File: config.mk
export PLATFORM = sky130hd
export DESIGN_NAME = seq_pattern_tx
export DESIGN_NICKNAME = d
export VERILOG_FILES = /design/src/rtl/seq_pkg.sv /design/src/rtl/seq_pattern_tx.sv
export SDC_FILE = /design/constraint.sdc
export NUM_CORES = 1
export LEC_CHECK = 0
export CAP_MARGIN = 15
export CELL_PAD_IN_SITES_DETAIL_PLACEMENT = 0
export CELL_PAD_IN_SITES_GLOBAL_PLACEMENT = 1
export CORE_MARGIN = 1
export CORE_UTILIZATION = 44
export CTS_BUF_LIST = sky130_fd_sc_hd__clkbuf_4 sky130_fd_sc_hd__clkbuf_8
export CTS_CLUSTER_SIZE = 25
export DETAILED_ROUTE_END_ITERATION = 10
export PLACE_DENSITY = 0.84
export SLEW_MARGIN = 20
export SYNTH_ARGS = -nofsm -noshare
export SYNTH_HDL_FRONTEND = slang
export SYNTH_SLANG_ARGS = --single-unit
File: constraint.sdc
create_clock -name clk -period 2.2 [get_ports clk]
set_input_delay 0.44 -clock clk [delete_from_list [all_inputs] [get_ports clk]]
set_output_delay 0.44 -clock clk [all_outputs]
set_load 0.01 [all_outputs]
File: src/rtl/seq_pkg.sv
// Shared types and defaults for the serial pattern transmitter.
// The default pattern is the one the 0110011 Moore detector recognises.
package seq_pkg;

   typedef enum logic [1:0] {
      IDLE   = 2'd0,
      SEND   = 2'd1,
      GAP    = 2'd2,
      FINISH = 2'd3
   } state_t;

   localparam int                     DEF_PAT_LEN = 7;
   localparam logic [DEF_PAT_LEN-1:0] DEF_PATTERN = 7'b0110011;

endpackage

File: src/rtl/seq_pattern_tx.sv
// Serial pattern transmitter: sends PATTERN MSB first on o_w, i_count times,
// with i_gap idle cycles between repetitions. All outputs are registered.
module seq_pattern_tx
   import seq_pkg::*;
#(
   parameter int                 PAT_LEN    = DEF_PAT_LEN,
   parameter logic [PAT_LEN-1:0] PATTERN    = DEF_PATTERN,
   parameter logic               IDLE_LEVEL = 1'b1
) (
   input  logic       clk,
   input  logic       reset,
   input  logic       i_start,
   input  logic [3:0] i_count,
   input  logic [3:0] i_gap,
   input  logic       i_abort,
   output logic       o_w,
   output logic       o_frame,
   output logic       o_busy,
   output logic       o_done,
   output logic [3:0] o_reps_sent,
   output state_t     o_state
);

   localparam int                 IDX_W    = $clog2(PAT_LEN);
   localparam logic [IDX_W-1:0]   LAST_IDX = IDX_W'(PAT_LEN - 1);

   // Handshake: i_start is honoured only in IDLE with a non-zero i_count;
   // o_busy then stays high until the cycle after the one-cycle o_done pulse,
   // or drops the cycle after i_abort is seen in SEND/GAP (no o_done then).
   state_t           r_state;
   logic [IDX_W-1:0] r_bit_idx;
   logic [3:0]       r_gap_cnt;
   logic [3:0]       r_count;
   logic [3:0]       r_gap;
   logic [3:0]       r_reps;
   logic             r_w;
   logic             r_frame;
   logic             r_busy;
   logic             r_done;

   logic [IDX_W-1:0] w_idx_dec;
   logic [3:0]       w_reps_inc;
   logic             w_last_rep;

   assign w_idx_dec  = r_bit_idx - IDX_W'(1);
   assign w_reps_inc = r_reps + 4'd1;
   assign w_last_rep = (w_reps_inc == r_count);

   always_ff @(posedge clk or negedge reset) begin
      if (!reset) begin
         r_state   <= IDLE;
         r_bit_idx <= '0;
         r_gap_cnt <= '0;
         r_count   <= '0;
         r_gap     <= '0;
         r_reps    <= '0;
         r_w       <= IDLE_LEVEL;
         r_frame   <= 1'b0;
         r_busy    <= 1'b0;
         r_done    <= 1'b0;
      end else begin
         case (r_state)
            IDLE: begin
               r_done <= 1'b0;
               if (i_start && (i_count != 4'd0)) begin
                  r_count   <= i_count;
                  r_gap     <= i_gap;
                  r_reps    <= '0;
                  r_bit_idx <= LAST_IDX;
                  r_w       <= PATTERN[LAST_IDX];
                  r_frame   <= 1'b1;
                  r_busy    <= 1'b1;
                  r_state   <= SEND;
               end
            end

            SEND: begin
               if (i_abort) begin
                  // Abort wins over the end-of-repetition decision below.
                  r_w     <= IDLE_LEVEL;
                  r_frame <= 1'b0;
                  r_busy  <= 1'b0;
                  r_state <= IDLE;
               end else if (r_bit_idx == '0) begin
                  r_reps <= w_reps_inc;
                  if (w_last_rep) begin
                     r_w     <= IDLE_LEVEL;
                     r_frame <= 1'b0;
                     r_done  <= 1'b1;
                     r_state <= FINISH;
                  end else if (r_gap == 4'd0) begin
                     r_bit_idx <= LAST_IDX;
                     r_w       <= PATTERN[LAST_IDX];
                  end else begin
                     r_gap_cnt <= r_gap;
                     r_w       <= IDLE_LEVEL;
                     r_frame   <= 1'b0;
                     r_state   <= GAP;
                  end
               end else begin
                  r_bit_idx <= w_idx_dec;
                  r_w       <= PATTERN[w_idx_dec];
               end
            end

            GAP: begin
               r_gap_cnt <= r_gap_cnt - 4'd1;
               if (i_abort) begin
                  r_busy  <= 1'b0;
                  r_state <= IDLE;
               end else if (r_gap_cnt == 4'd1) begin
                  r_bit_idx <= LAST_IDX;
                  r_w       <= PATTERN[LAST_IDX];
                  r_frame   <= 1'b1;
                  r_state   <= SEND;
               end
            end

            FINISH: begin
               r_done  <= 1'b0;
               r_busy  <= 1'b0;
               r_state <= IDLE;
            end

            default: begin
               r_w     <= IDLE_LEVEL;
               r_frame <= 1'b0;
               r_busy  <= 1'b0;
               r_done  <= 1'b0;
               r_state <= IDLE;
            end
         endcase
      end
   end

   assign o_w         = r_w;
   assign o_frame     = r_frame;
   assign o_busy      = r_busy;
   assign o_done      = r_done;
   assign o_reps_sent = r_reps;
   assign o_state     = r_state;

endmodule

Word-level counts from Yosys, hierarchy flattened
Memories as Yosys holds them, arrays and structs flattened. Index checks and enable logic that the tools add are counted.

Equality and inequality tests: 19. Multiplexer cells: 48. Reduce and logical (&&, ||, !) cells: 20. Add/sub/neg operators: 3. $lt $le $gt $ge: 1.

Operators with widths (number): $mux 4 (7); $mux 3 (7); $mux 1 (19); $ne 2x2->1 const B (8); $pmux 4 s2 (2); $reduce_and 4->1 (4); $mux 2 (7); $ne 3x3->1 const B (4); $pmux 1 s3 (3); $pmux 3 s3 (1); $pmux 2 s4 (1); $reduce_and 7->1 (1); $reduce_and 6->1 (1); $reduce_bool 2->1 (3); $reduce_and 5->1 (1); $add 4x1->4 const B (1); $eq 2x2->1 const B (2); $eq 4x1->1 const B (1); $eq 4x4->1 (1); $logic_not 4->1 (1); $lt 3x4->1 const B (1); $ne 4x4->1 const B (1); $reduce_and 2->1 (2); $reduce_bool 4->1 (1); other kinds (10) (11).

Bits in read-only memories: 8. Register bits: 25. Memories: 1. Output and inout bits: 10.

Memories: (no name shown) (words 8, width 1, rd ports 1, clocked after Yosys merged registers in 0, write ports 0, line seq_pattern_tx.sv:102) `r_w <= PATTERN[w_idx_dec];`.

Depth between registers and ports, before layout
Word-level depth: 6. Depth in mapped cells: 8. Depth with buffers taken out: 7.

Worst setup path after synthesis
OpenSTA, ideal clock, no wires.

Path kind: register to register. Start: register r_reps[0], in the netlist o_reps_sent[0]. End: register r_gap_cnt[3]. Setup slack: 153 ps. Setup time: 120 ps. Stages on the path, launching flop included: 7. Arrival: 1926 ps. Path through: dfrtp_1 -> ha_1 -> xnor3_1 -> and3_4 -> a211oi_2 -> or3_2 -> a41o_1.

Longest elaborated chain between the ends: 4.

Ends and longest elaborated chain: start, declared (line seq_pattern_tx.sv:35) `logic [3:0] r_reps;`; start signal, assigned (line seq_pattern_tx.sv:85) `r_reps <= w_reps_inc;`; $add 4x1->4 (line seq_pattern_tx.sv:46) `assign w_reps_inc = r_reps + 4'd1;`; $eq 4x4->1 (line seq_pattern_tx.sv:47) `assign w_last_rep = (w_reps_inc == r_count);`; $ne 2x2->1 (no source line); $reduce_and 5->1 (no source line); end signal, assigned (line seq_pattern_tx.sv:95) `r_gap_cnt <= r_gap;`; end signal, assigned (line seq_pattern_tx.sv:107) `r_gap_cnt <= r_gap_cnt - 4'd1;`; end, declared (line seq_pattern_tx.sv:32) `logic [3:0] r_gap_cnt;`.

No other way between the ends. A chain may end at the register's enable or synchronous reset.

Final worst setup path
Same ends and word-level chain as after synthesis.

==> metrics.yaml <==
synth.top_cell.area_share_pct: 38.0
ant_nets: 0
synth_top_area_cell: "dfrtp_1"
cts_buffers: 3
startpoint: "o_reps_sent[0]$_DFFE_PN0P_"
tightest_slew_ns: 0.474
max_stage_delay_ns: 0.43
synthArstFlopShare_pct: 100
cts_htree_levels: 1
timing.rr.start: "o_reps_sent[0]$_DFFE_PN0P_"
crit_chain: "buf_4 -> nand3_1 -> xnor2_2 -> a211oi_2 -> buf_4 -> or3_2 -> a41o_1"
diodes: 0
p_total_mw: 1.92
final_hold_viol_count: 0
fin_nets: 217
leakagePower_nw: 0.860
post-place-ws_ns: -0.103
syn_area_per_cell_um2: 9.99
die_w_um: 61.9
setup_slack_ns: 0.129
final_common_cell: "dfrtp_1"
synthTopCellsByArea: "dfrtp_1, ha_1, mux2_2"
yosysWarnings: 0
synthToLayoutAreaGrowth_pct: 25.6
cts.sinks: 25
root_buffer: "clkbuf_4"
routed_wl_um: 3590
crit_top_cell: "buf_4"
setup_viol: 0
slowest_stage: "dfrtp_1"
cts.path.max_buffers: 2
grt.overflow.total: 0
ys_types: 47
pin_count: 22
cts.clk_slew.worst_paths_ns: 0.14
skew_ns: 0.00259
synth_area_um2: 1580
syn-num-nets: 179
die_area_um2: 3830
cp-end-kind: "flip-flop"
drive_gt1_share_pct: 19.0
critPathArrivalTime_ns: 2.29
place_hpwl_um: 2820
rsz0062_at_grt: "no"
slew_viol_final: 0
cts_setup_buffers: 0
track_usage_pct: 21.6
yosys_most_used_dff: "dfrtp_1"
clk_latency_ns: 0.32
drt_iter0_drc: 84
ir_drop_v: 0.000442
drt_first_pass_iters: 4
grt_max_degree: 26
grt_pass1_wl_um: 6010
gp_congestion: 0.883
hp-class: "primary input to async pin"
mostFrequentLayoutCells: "dfrtp_1, clkdlybuf4s50_1, buf_4"
grt_pass1_vias: 1290
start_util_pct: 46.6
coreArea_um2: 3390
fin_util_pct: 58.5
finalCriticalPeriod_ns: 2.07
power.density_nw_per_um2: 970
routedWlPerCell_um: 14.9
yosysSeqAreaShare_pct: 39.7
crit_fanout: 9
vias_per_cell: 5.64
antenna_found_initial: 0
drc: 0
ys_seq_elements: 25
finalCritPeriodShare_pct: 94.1
maxCapViolCount: 0
route.vias.total: 1359
criticalPathCategory: "flip-flop to flip-flop"
synth_edf_count: 0
status: "complete, no violations"
crit_required_ns: 2.42
slew_headroom_pct: 68.0
die_h_um: 61.9
fmax_mhz: 483
portBuffers: 21
cts_tree: "built"
startpoint_type: "flip-flop"
syn_inst: 158
placementRows: 21
## worst max-delay path: cells and delay by family, from the launching register on
kind	cells	cell delay (ns)
flops	1	0.43
simple gates	2	0.62
buf+inv	2	0.33
xor+xnor	1	0.27
compound gates	2	0.31
## cell families (layout without fill, tap and decap cells)
logic type      Yosys count  in the layout  share of synthesized area, %
mux                      10             10                          6.97
xor+xnor                  6              6                          4.20
fa+ha+maj                 9              9                          7.13
simple gates             49             49                          16.6
buf+inv                  15             52                          4.99
flops                    25             25                          39.7
compound gates           44             44                          20.4
## registers in the layout, summed over array words and instances (netlist names)
register	count
o_state	2
o_reps_sent	4
o_done	1
o_busy	1
r_gap	4
r_count	4
r_gap_cnt	4
r_bit_idx	3
o_w	1
o_frame	1
## layer usage
layer / up-vias / GRT usage [%] / routed length (um)
met5: - / 0 / 0
met4: 0 / 5.71 / 36
met3: 4 / 1.86 / 79
met2: 22 / 36.6 / 1760
met1: 671 / 29.7 / 1710
li1: 662 / - / -
## worst paths after layout
| kind | endpoint | slack (ns) | cells past startpoint |
|---|---|---|---|
| min in group clk | o_frame$_DFFE_PN0P_ | 0.53 | 1 |
| worst min-delay path | r_bit_idx[2]$_DFFE_PN0P_ | 0.47 | 2 |
| max in group asynchronous | o_w$_DFFE_PN1P_ | 1.43 | 2 |
| worst max register to register | r_gap_cnt[3]$_DFFE_PN0P_ | 0.13 | 7 |
| worst min register to register | o_frame$_DFFE_PN0P_ | 0.53 | 1 |
| worst max-delay path | r_gap_cnt[3]$_DFFE_PN0P_ | 0.13 | 7 |
## cell usage after synthesis (all sizes together) (2+ instances only)
master	count
buf	3
a32o	2
o211a	2
xnor2	3
nor3	10
a31oi	2
mux2	8
o21ai	8
dfrtp	24
nand2	10
nor2	7
nand3	6
a211oi	3
ha	9
and2	2
and3	2
o31ai	2
xor2	2
nand2b	2
mux2i	2
a21oi	11
nor2b	4
inv	12
## report_power, final
| group | switching, mW | leakage, nW | internal [mW] | total [mW] |
|---|---|---|---|---|
| registers | 0.137 | 0.307 | 0.618 | 0.755 |
| clock network | 0.140 | 0.0184 | 0.0832 | 0.223 |
| logic | 0.454 | 0.535 | 0.492 | 0.946 |
## timing repair
action,in CTS,in global routing
hold buffers,0,0
setup endpoints to repair,1,2
pin swaps,1,0
gates cloned,0,0
gates resized for setup,0,3
## stage by stage
| step | cell area, um2 | hold slack (ns) | setup TNS (ns) | cells |
|---|---|---|---|---|
| after floorplan | 1580 | 0.144 | 0 | 158 |
| after global placement | 1930 | 0.504 | -0.00875 | 237 |
| after detailed placement | 1930 | 0.506 | -1.04 | 237 |
| after CTS | 1960 | 0.485 | 0 | 241 |
| after global routing | 1980 | 0.515 | 0 | 241 |
| final | 1980 | 0.472 | 0 | 241 |
## layout make-up
class	instances	area, um2
Clock buffer	4	30.0
Multi-Input combinational cell	118	901
Timing Repair Buffer	36	323
Fill cell	290	1410
Inverter	12	45.0
Sequential cell	25	627
Tap cell	46	57.6
Power figures use the tool's default switching activity.
